==> src/rtl/pc_seq_if.sv <==
// Command/status bundle between a PC-sequencer client and pc_seq_ctrl.
// Commands are level-sampled on every rising edge with no ready/backpressure; each sampled command takes effect on that edge.
interface pc_seq_if;
  logic       start;
  logic       hlt;
  logic       inc;
  logic       jmp;
  logic       call;
  logic       ret;
  logic [5:0] target;
  logic       ld;
  logic [5:0] Lvalue;
  logic       running;
  logic [3:0] depth;
  logic       stk_err;
  logic [1:0] dbg_state;

  modport master (
    output start, hlt, inc, jmp, call, ret, target,
    input  ld, Lvalue, running, depth, stk_err, dbg_state
  );

  modport slave (
    input  start, hlt, inc, jmp, call, ret, target,
    output ld, Lvalue, running, depth, stk_err, dbg_state
  );
endinterface

==> src/rtl/pc_seq_ctrl.sv <==
// Next-address sequencer for the 6-bit PC register: inc/jmp/call/ret, return stack, run/halt FSM.
// Optional macro PC_WRAP_EN: inc at PC=63 wraps to 0 instead of halting.
module pc_seq_ctrl #(
  parameter logic [5:0]  RST_VEC = 6'd0,
  parameter int unsigned DEPTH   = 4
) (
  input logic      clk,
  input logic      rst,
  pc_seq_if.slave  bus
);

`ifdef PC_WRAP_EN
  localparam bit WRAP = 1'b1;
`else
  localparam bit WRAP = 1'b0;
`endif

  typedef enum logic [1:0] {
    ST_IDLE = 2'd0,
    ST_RUN  = 2'd1,
    ST_HALT = 2'd2
  } state_t;

  state_t     state_q, state_d;
  logic [5:0] pc_sh_q, pc_sh_d;
  logic [5:0] lvalue_q, lvalue_d;
  logic       ld_q, ld_d;
  logic       running_q;
  logic       err_q, err_d;
  logic [3:0] depth_q, depth_d;
  logic       push;
  logic [5:0] stack_q [0:7];
  logic [5:0] pc_inc;
  logic [2:0] top_idx;
  logic       at_top, stk_full, stk_empty;

  // pc_inc is naturally mod 64; at 63 it is the wrap value 0.
  assign pc_inc    = pc_sh_q + 6'd1;
  assign at_top    = (pc_sh_q == 6'd63);
  assign stk_full  = (depth_q == 4'(DEPTH));
  assign stk_empty = (depth_q == 4'd0);
  assign top_idx   = depth_q[2:0] - 3'd1;

  always_ff @(posedge clk or posedge rst) begin
    if (rst) state_q <= ST_IDLE;
    else     state_q <= state_d;
  end

  always_comb begin
    state_d = state_q;
    case (state_q)
      ST_IDLE, ST_HALT: if (bus.start) state_d = ST_RUN;
      ST_RUN: begin
        if (bus.hlt)
          state_d = ST_HALT;
        else if (!bus.ret && !bus.call && !bus.jmp && bus.inc && at_top && !WRAP)
          state_d = ST_HALT;
      end
      default: state_d = ST_IDLE;
    endcase
  end

  always_comb begin
    ld_d     = 1'b0;
    lvalue_d = lvalue_q;
    pc_sh_d  = pc_sh_q;
    depth_d  = depth_q;
    err_d    = err_q;
    push     = 1'b0;
    if (state_q == ST_RUN && !bus.hlt) begin
      if (bus.ret) begin
        if (stk_empty) begin
          err_d = 1'b1;
        end else begin
          pc_sh_d = stack_q[top_idx];
          depth_d = depth_q - 4'd1;
          ld_d    = 1'b1;
        end
      end else if (bus.call) begin
        if (stk_full) begin
          err_d = 1'b1;
        end else begin
          push    = 1'b1;
          pc_sh_d = bus.target;
          depth_d = depth_q + 4'd1;
          ld_d    = 1'b1;
        end
      end else if (bus.jmp) begin
        pc_sh_d = bus.target;
        ld_d    = 1'b1;
      end else if (bus.inc) begin
        if (!at_top || WRAP) begin
          pc_sh_d = pc_inc;
          ld_d    = 1'b1;
        end
      end
    end
    if (ld_d) lvalue_d = pc_sh_d;
  end

  // ld is held high in reset so the PC register keeps capturing RST_VEC.
  always_ff @(posedge clk or posedge rst) begin
    if (rst) begin
      pc_sh_q   <= RST_VEC;
      lvalue_q  <= RST_VEC;
      ld_q      <= 1'b1;
      running_q <= 1'b0;
      depth_q   <= 4'd0;
      err_q     <= 1'b0;
    end else begin
      pc_sh_q   <= pc_sh_d;
      lvalue_q  <= lvalue_d;
      ld_q      <= ld_d;
      running_q <= (state_d == ST_RUN);
      depth_q   <= depth_d;
      err_q     <= err_d;
    end
  end

  // Entries are never cleared; occupancy alone defines the live stack.
  always_ff @(posedge clk) begin
    if (push) stack_q[depth_q[2:0]] <= pc_inc;
  end

  assign bus.ld        = ld_q;
  assign bus.Lvalue    = lvalue_q;
  assign bus.running   = running_q;
  assign bus.depth     = depth_q;
  assign bus.stk_err   = err_q;
  assign bus.dbg_state = state_q;

endmodule

==> src/flat_wrapper.sv <==
// flat-port wrapper written by rule: the top's interface ports become plain ports
module pc_seq_ctrl_flat 
#(
  parameter logic [5:0]  RST_VEC = 6'd0,
  parameter int unsigned DEPTH   = 4
)
  (clk, rst, bus_start, bus_hlt, bus_inc, bus_jmp, bus_call, bus_ret, bus_target, bus_ld, bus_Lvalue, bus_running, bus_depth, bus_stk_err, bus_dbg_state);
  pc_seq_if bus_i ();
  input logic clk;
  input logic rst;
  input wire logic [$bits(bus_i.start)-1:0] bus_start;
  input wire logic [$bits(bus_i.hlt)-1:0] bus_hlt;
  input wire logic [$bits(bus_i.inc)-1:0] bus_inc;
  input wire logic [$bits(bus_i.jmp)-1:0] bus_jmp;
  input wire logic [$bits(bus_i.call)-1:0] bus_call;
  input wire logic [$bits(bus_i.ret)-1:0] bus_ret;
  input wire logic [$bits(bus_i.target)-1:0] bus_target;
  output wire logic [$bits(bus_i.ld)-1:0] bus_ld;
  output wire logic [$bits(bus_i.Lvalue)-1:0] bus_Lvalue;
  output wire logic [$bits(bus_i.running)-1:0] bus_running;
  output wire logic [$bits(bus_i.depth)-1:0] bus_depth;
  output wire logic [$bits(bus_i.stk_err)-1:0] bus_stk_err;
  output wire logic [$bits(bus_i.dbg_state)-1:0] bus_dbg_state;
  assign bus_i.start = bus_start;
  assign bus_i.hlt = bus_hlt;
  assign bus_i.inc = bus_inc;
  assign bus_i.jmp = bus_jmp;
  assign bus_i.call = bus_call;
  assign bus_i.ret = bus_ret;
  assign bus_i.target = bus_target;
  assign bus_ld = bus_i.ld;
  assign bus_Lvalue = bus_i.Lvalue;
  assign bus_running = bus_i.running;
  assign bus_depth = bus_i.depth;
  assign bus_stk_err = bus_i.stk_err;
  assign bus_dbg_state = bus_i.dbg_state;
  pc_seq_ctrl #(.RST_VEC(RST_VEC), .DEPTH(DEPTH)) u_core (.clk(clk), .rst(rst), .bus(bus_i));
endmodule
==> config.mk <==
export PLATFORM = sky130hd
export DESIGN_NAME = pc_seq_ctrl_flat
export DESIGN_NICKNAME = d
export VERILOG_FILES = /design/src/rtl/pc_seq_if.sv /design/src/rtl/pc_seq_ctrl.sv /design/src/flat_wrapper.sv
export SDC_FILE = /design/constraint.sdc
export NUM_CORES = 1
export LEC_CHECK = 0
export ABC_AREA = 0
export BUFFER_PORTS_ARGS = -buffer_cell sky130_fd_sc_hd__buf_2
export CORE_UTILIZATION = 56
export DETAILED_ROUTE_END_ITERATION = 16
export PLACE_DENSITY = 0.76
export RECOVER_POWER = 50
export SLEW_MARGIN = 40
export SYNTH_ARGS = -nofsm -noshare
export SYNTH_HDL_FRONTEND = slang
export SYNTH_SLANG_ARGS = --single-unit
==> constraint.sdc <==
create_clock -name clk -period 5.55 [get_ports clk]
set_clock_uncertainty 0.05 [all_clocks]
set_input_delay 1.11 -clock clk [delete_from_list [all_inputs] [get_ports clk]]
set_output_delay 1.11 -clock clk [all_outputs]
set_load 0.01 [all_outputs]
## After elaboration in Yosys (flattened, before gate mapping)

Memories as Yosys holds them, arrays and structs flattened.
Cells that the tools add are included.

- Memory bits (writable): 48
- Bits of input ports: 14
- Bits in read-only memories: 0
- Flip-flop bits (word level): 21
- Memories kept: 1
- Logic and storage cells: 69
- Output and inout port bits: 15
- Bits in latches: 0

- Shift operators: 0
- Div/mod/pow operators: 0
- Reductions and logical operators: 16
- Magnitude comparators: 0
- Eq/ne operators: 8
- Bitwise logic cells: 0
- Add/sub/neg operators: 4
- Multipliers: 0
- Muxes and demuxes: 33

Memories:

| name | depth | bits a word | read ports | clocked after memory_dff | wr ports | RTL line | RTL |
|---|---|---|---|---|---|---|---|
| u_core.stack_q | 8 | 6 | 1 | 0 | 1 | pc_seq_ctrl.sv:32 | `logic [5:0] stack_q [0:7];` |

Operator list:

| operator | number |
|---|---|
| $mux 6 | 8 |
| $mux 1 | 17 |
| $mux 4 | 4 |
| $reduce_and 4->1 | 2 |
| $add 6x1->6 const B | 1 |
| $eq 6x6->1 const B | 1 |
| $mux 2 | 3 |
| $logic_and 1x1->1 | 5 |
| $add 4x1->4 const B | 1 |
| $eq 2x1->1 const B | 2 |
| $eq 4x3->1 const B | 1 |
| $logic_not 1->1 | 4 |
| $logic_not 4->1 | 1 |
| $ne 2x2->1 const B | 2 |
| $pmux 2 s2 | 1 |
| $reduce_bool 2->1 | 2 |
| $sub 4x1->4 const B | 1 |
| $sub 3x1->3 const B | 1 |
| $eq 2x2->1 const B | 1 |
| $logic_not 2->1 | 1 |
| $ne 2x1->1 const B | 1 |
| $reduce_or 2->1 | 1 |

## Depth between registers and ports, before layout

- Word-level depth: 9
- Gate-level depth with buffers: 9
- Depth with buffers taken out: 7

## Worst setup path before layout

OpenSTA, ideal clock, no wires.

- Kind: input -> register
- Start point: input port bus_call
- End point: memory u_core.stack_q[4][0], enable pin
- Buffers on the path: 2
- Slack: 2,882 ps
- Arrival: 2,241 ps
- Stages on the path: 5
- Data required time: 5,123 ps
- Setup time: 377 ps
- Path through: buf_2 > nor2b_1 > buf_2 > nand4_1 > nor3_1

- Longest elaborated chain between the ends: 5

RTL lines:

| element | RTL line | RTL |
|---|---|---|
| from (decl) | flat_wrapper.sv:15 | `input wire logic [$bits(bus_i.call)-1:0] bus_call;` |
| $mux 1 | pc_seq_ctrl.sv:79 | `end else if (bus.call) begin` |
| $mux 1 | pc_seq_ctrl.sv:71 | `if (bus.ret) begin` |
| $mux 1 | pc_seq_ctrl.sv:70 | `if (state_q == ST_RUN && !bus.hlt) begin` |
| $mux 1 | pc_seq_ctrl.sv:122 | `if (push) stack_q[depth_q[2:0]] <= pc_inc;` |
| $mux 1 (not written as such) | pc_seq_ctrl.sv:122 |  |
| to (decl) | pc_seq_ctrl.sv:32 |  |

Every way passes these cells.

## Worst setup path after layout

- Start point: input port bus_ret
- End point: memory u_core.stack_q[4][5], enable pin

- Longest elaborated chain between the ends: 4

RTL lines:

| element | RTL line | RTL |
|---|---|---|
| from (decl) | flat_wrapper.sv:16 | `input wire logic [$bits(bus_i.ret)-1:0] bus_ret;` |
| $mux 1 | pc_seq_ctrl.sv:71 |  |
| $mux 1 | pc_seq_ctrl.sv:70 |  |
| $mux 1 | pc_seq_ctrl.sv:122 |  |
| $mux 1 (not written as such) | pc_seq_ctrl.sv:122 |  |

Every way passes these cells.

==> results.yml <==
outcome:
  status: "completed"
cts:
  cts_made_buffers: 9
  root_buffer: "clkbuf_8"
  clk_pin_slew_ps: 80
  cts.htree.levels: 3
  post_cts.repair.setup_buffers: 0
  clk_latency_ps: 350
  cts_hold_buffers: 0
  clkSinkCount: 69
  cts_resized: 0
  cts_tree: "built"
  cts_max_path_buffers: 2
yosys:
  synthFlopType: "edfxtp_1"
  synth-edff-count: 48
  async_flop_share_pct: 30.4
  postSynthCellCount: 255
  synth_nets: 275
  avgSynthCellArea_um2: 13.1
  synth.distinct_cells: 52
  syn_area_um2: 3350
  ys_seq_area_share_pct: 58.7
  synth-seq-cells: 69
  yosys_warnings: 0
setup_path:
  cp_max_fo: 24
  crit_path_start_kind: "primary input"
  setup.worst_path.class: "primary input to flip-flop"
  worstPathRequired_ps: 5490
  cp.arrival_ps: 2860
  worst_setup_path_end_kind: "flip-flop"
timing:
  worst_pin_slew_ps: 943
  setup-violations-final: 0
  hold_viol: 0
  whs_ps: 427
  period_share_pct: 52.6
  rsz0062_at_grt: "false"
  setup_tns_ps: 0
  max-slew-margin-rel_pct: 36.7
  slew_viol_final: 0
  worst_slack_ps: 2630
  max_freq_ghz: 0.342
  finalCriticalPeriod_ps: 2920
placed_design:
  place_hpwl_um: 4950
  gp_congestion: 0.878
  port-buffer-count: 28
  pre_cts_slack_ps: 2250
job:
  maxCapViolations: 0
power_and_ir_drop:
  cellLeakagePower_nw: 1.33
  peakVddDrop_mv: 0.302
  p_per_area_nw_per_um2: 541
global_route:
  antenna_found_initial: 0
  grt_pass1_vias: 2168
  grt.total_usage_pct: 25.4
  grt_pass1_wl_um: 11400
  overflow: 0
  grt_max_degree: 25
detailed_routing:
  wl_um: 7240
  drtIter0Drc: 281
  drc: 0
  drt-vias-per-instance: 6.27
  firstDrtPassIters: 5
  drtAntennaViolNets: 0
  via_count: 2237
  routedWlPerCell_um: 20.3
worst_hold_path:
  worstHoldPathType: "flip-flop to flip-flop"
final_layout:
  syn2layout_area_growth_pct: 11.8
  drive_above_1_share_pct: 18.6
  layout_commonest_cell: "edfxtp_1"
  utilization_pct: 66.4
  final_cell_mix: "48 x edfxtp_1, 19 x nor2_1, 19 x dfrtp_1"
  fin_nets: 300
  fill_cells: 433
  antennaDiodeCount: 0
die:
  die_h_um: 79.4
  start_util_pct: 59.4
  core_um2: 5640
  rows: 27
  die_w_um: 79.4
  die-area_um2: 6300
  num_io_pins: 29
==> path summary, 6_finish.rpt <==
kind	start	cells past startpoint	slack (ps)	endpoint
max	bus_ret	4	2630	u_core.stack_q[4][5]$_DFFE_PP_
min	u_core.bus.stk_err$_DFFE_PP0P_	1	430	u_core.bus.stk_err$_DFFE_PP0P_
max reg2reg	u_core.bus.depth[0]$_DFFE_PP0P_	6	2740	u_core.pc_sh_q[0]$_DFF_PP0_
min reg2reg	u_core.bus.stk_err$_DFFE_PP0P_	1	430	u_core.bus.stk_err$_DFFE_PP0P_
max in group asynchronous	rst	2	4040	u_core.bus.depth[0]$_DFFE_PP0P_
min in group asynchronous	rst	2	860	u_core.bus.depth[3]$_DFFE_PP0P_
==> metal layers <==
metal  vias up  global-route usage, %  share of wire (%)
met4         0                   14.4                2.8
met3        16                   4.25                5.2
met5         -                      0                  0
met1      1108                   34.7                 45
met2        85                   38.8                 47
li1       1028                      -                  -
==> through the flow <==
stage               total power, mW  instance area (um2)  cells
global route                   2.13                 3750    357
global placement               1.51                 3510    341
detailed placement             1.53                 3510    341
CTS                            2.03                 3760    357
floorplan                      1.33                 3350    255
finish                         2.03                 3750    357
==> state kept, by name, summed over array words and instances (netlist names) <==
name                  flops
u_core.stack_q           48
u_core.bus.Lvalue         6
u_core.pc_sh_q            6
u_core.bus.depth          4
u_core.bus.dbg_state      2
u_core.bus.ld             1
u_core.bus.running        1
u_core.bus.stk_err        1
==> cell usage after synthesis (all sizes together) (2+ instances only) <==
library cell / instances / share of area, %
nand2: 12 / 1.3
and3: 2 / 0.37
and4: 2 / 0.52
mux4: 12 / 8.1
nand3b: 3 / 0.67
a31oi: 3 / 0.56
o2111ai: 2 / 0.52
xnor2: 7 / 1.8
o31ai: 3 / 0.67
nor4b: 2 / 0.52
dfrtp: 20 / 15
nand3: 13 / 1.9
nor2b: 4 / 0.75
o21a: 2 / 0.45
o211ai: 4 / 0.90
a221oi: 2 / 1.0
buf: 10 / 1.8
inv: 11 / 1.2
ha: 5 / 1.9
mux2: 4 / 1.3
edfxtp: 48 / 43
nand4: 6 / 1.1
nor3: 6 / 0.90
a21boi: 2 / 0.45
and2: 4 / 0.75
clkbuf: 4 / 0.45
a21o: 4 / 0.90
a311oi: 2 / 0.52
nand2b: 2 / 0.37
a21oi: 10 / 1.5
nor2: 19 / 2.1
o22ai: 4 / 0.75
o21ai: 7 / 1.2
==> power breakdown <==
part           leakage [nW]  internal, mW  switching [mW]  total [mW]
Combinational         0.545         0.294           0.385       0.679
Clock                 0.120         0.313           0.195       0.508
Sequential            0.670         0.706           0.133       0.839
Total                  1.33          1.31           0.713        2.03
==> cell families after synthesis <==
family / after synthesis / synth area share [%]
compound gates: 50 / 10.6
flops: 69 / 58.7
fa+ha+maj: 6 / 2.46
simple gates: 80 / 13.0
mux: 17 / 9.71
xor+xnor: 8 / 2.09
buf+inv: 25 / 3.43
==> layout make-up <==
cell class | count | area [um2] | area share, %
sequential | 69 | 1970 | 52.6
clock buffer | 11 | 141 | 3.77
clock inverter | 5 | 106 | 2.84
multi-input combinational | 161 | 1270 | 34.0
tap | 72 | 90.1 | 2.40
timing repair buffer | 28 | 125 | 3.34
inverter | 11 | 41.3 | 1.10
==> worst max-delay path, stage by stage <==
cell,delay (ps)
buf_2,230
nor2b_1,590
nand4_1,270
nor3_1,640
Note: power is estimated with default switching activity, not from simulation.
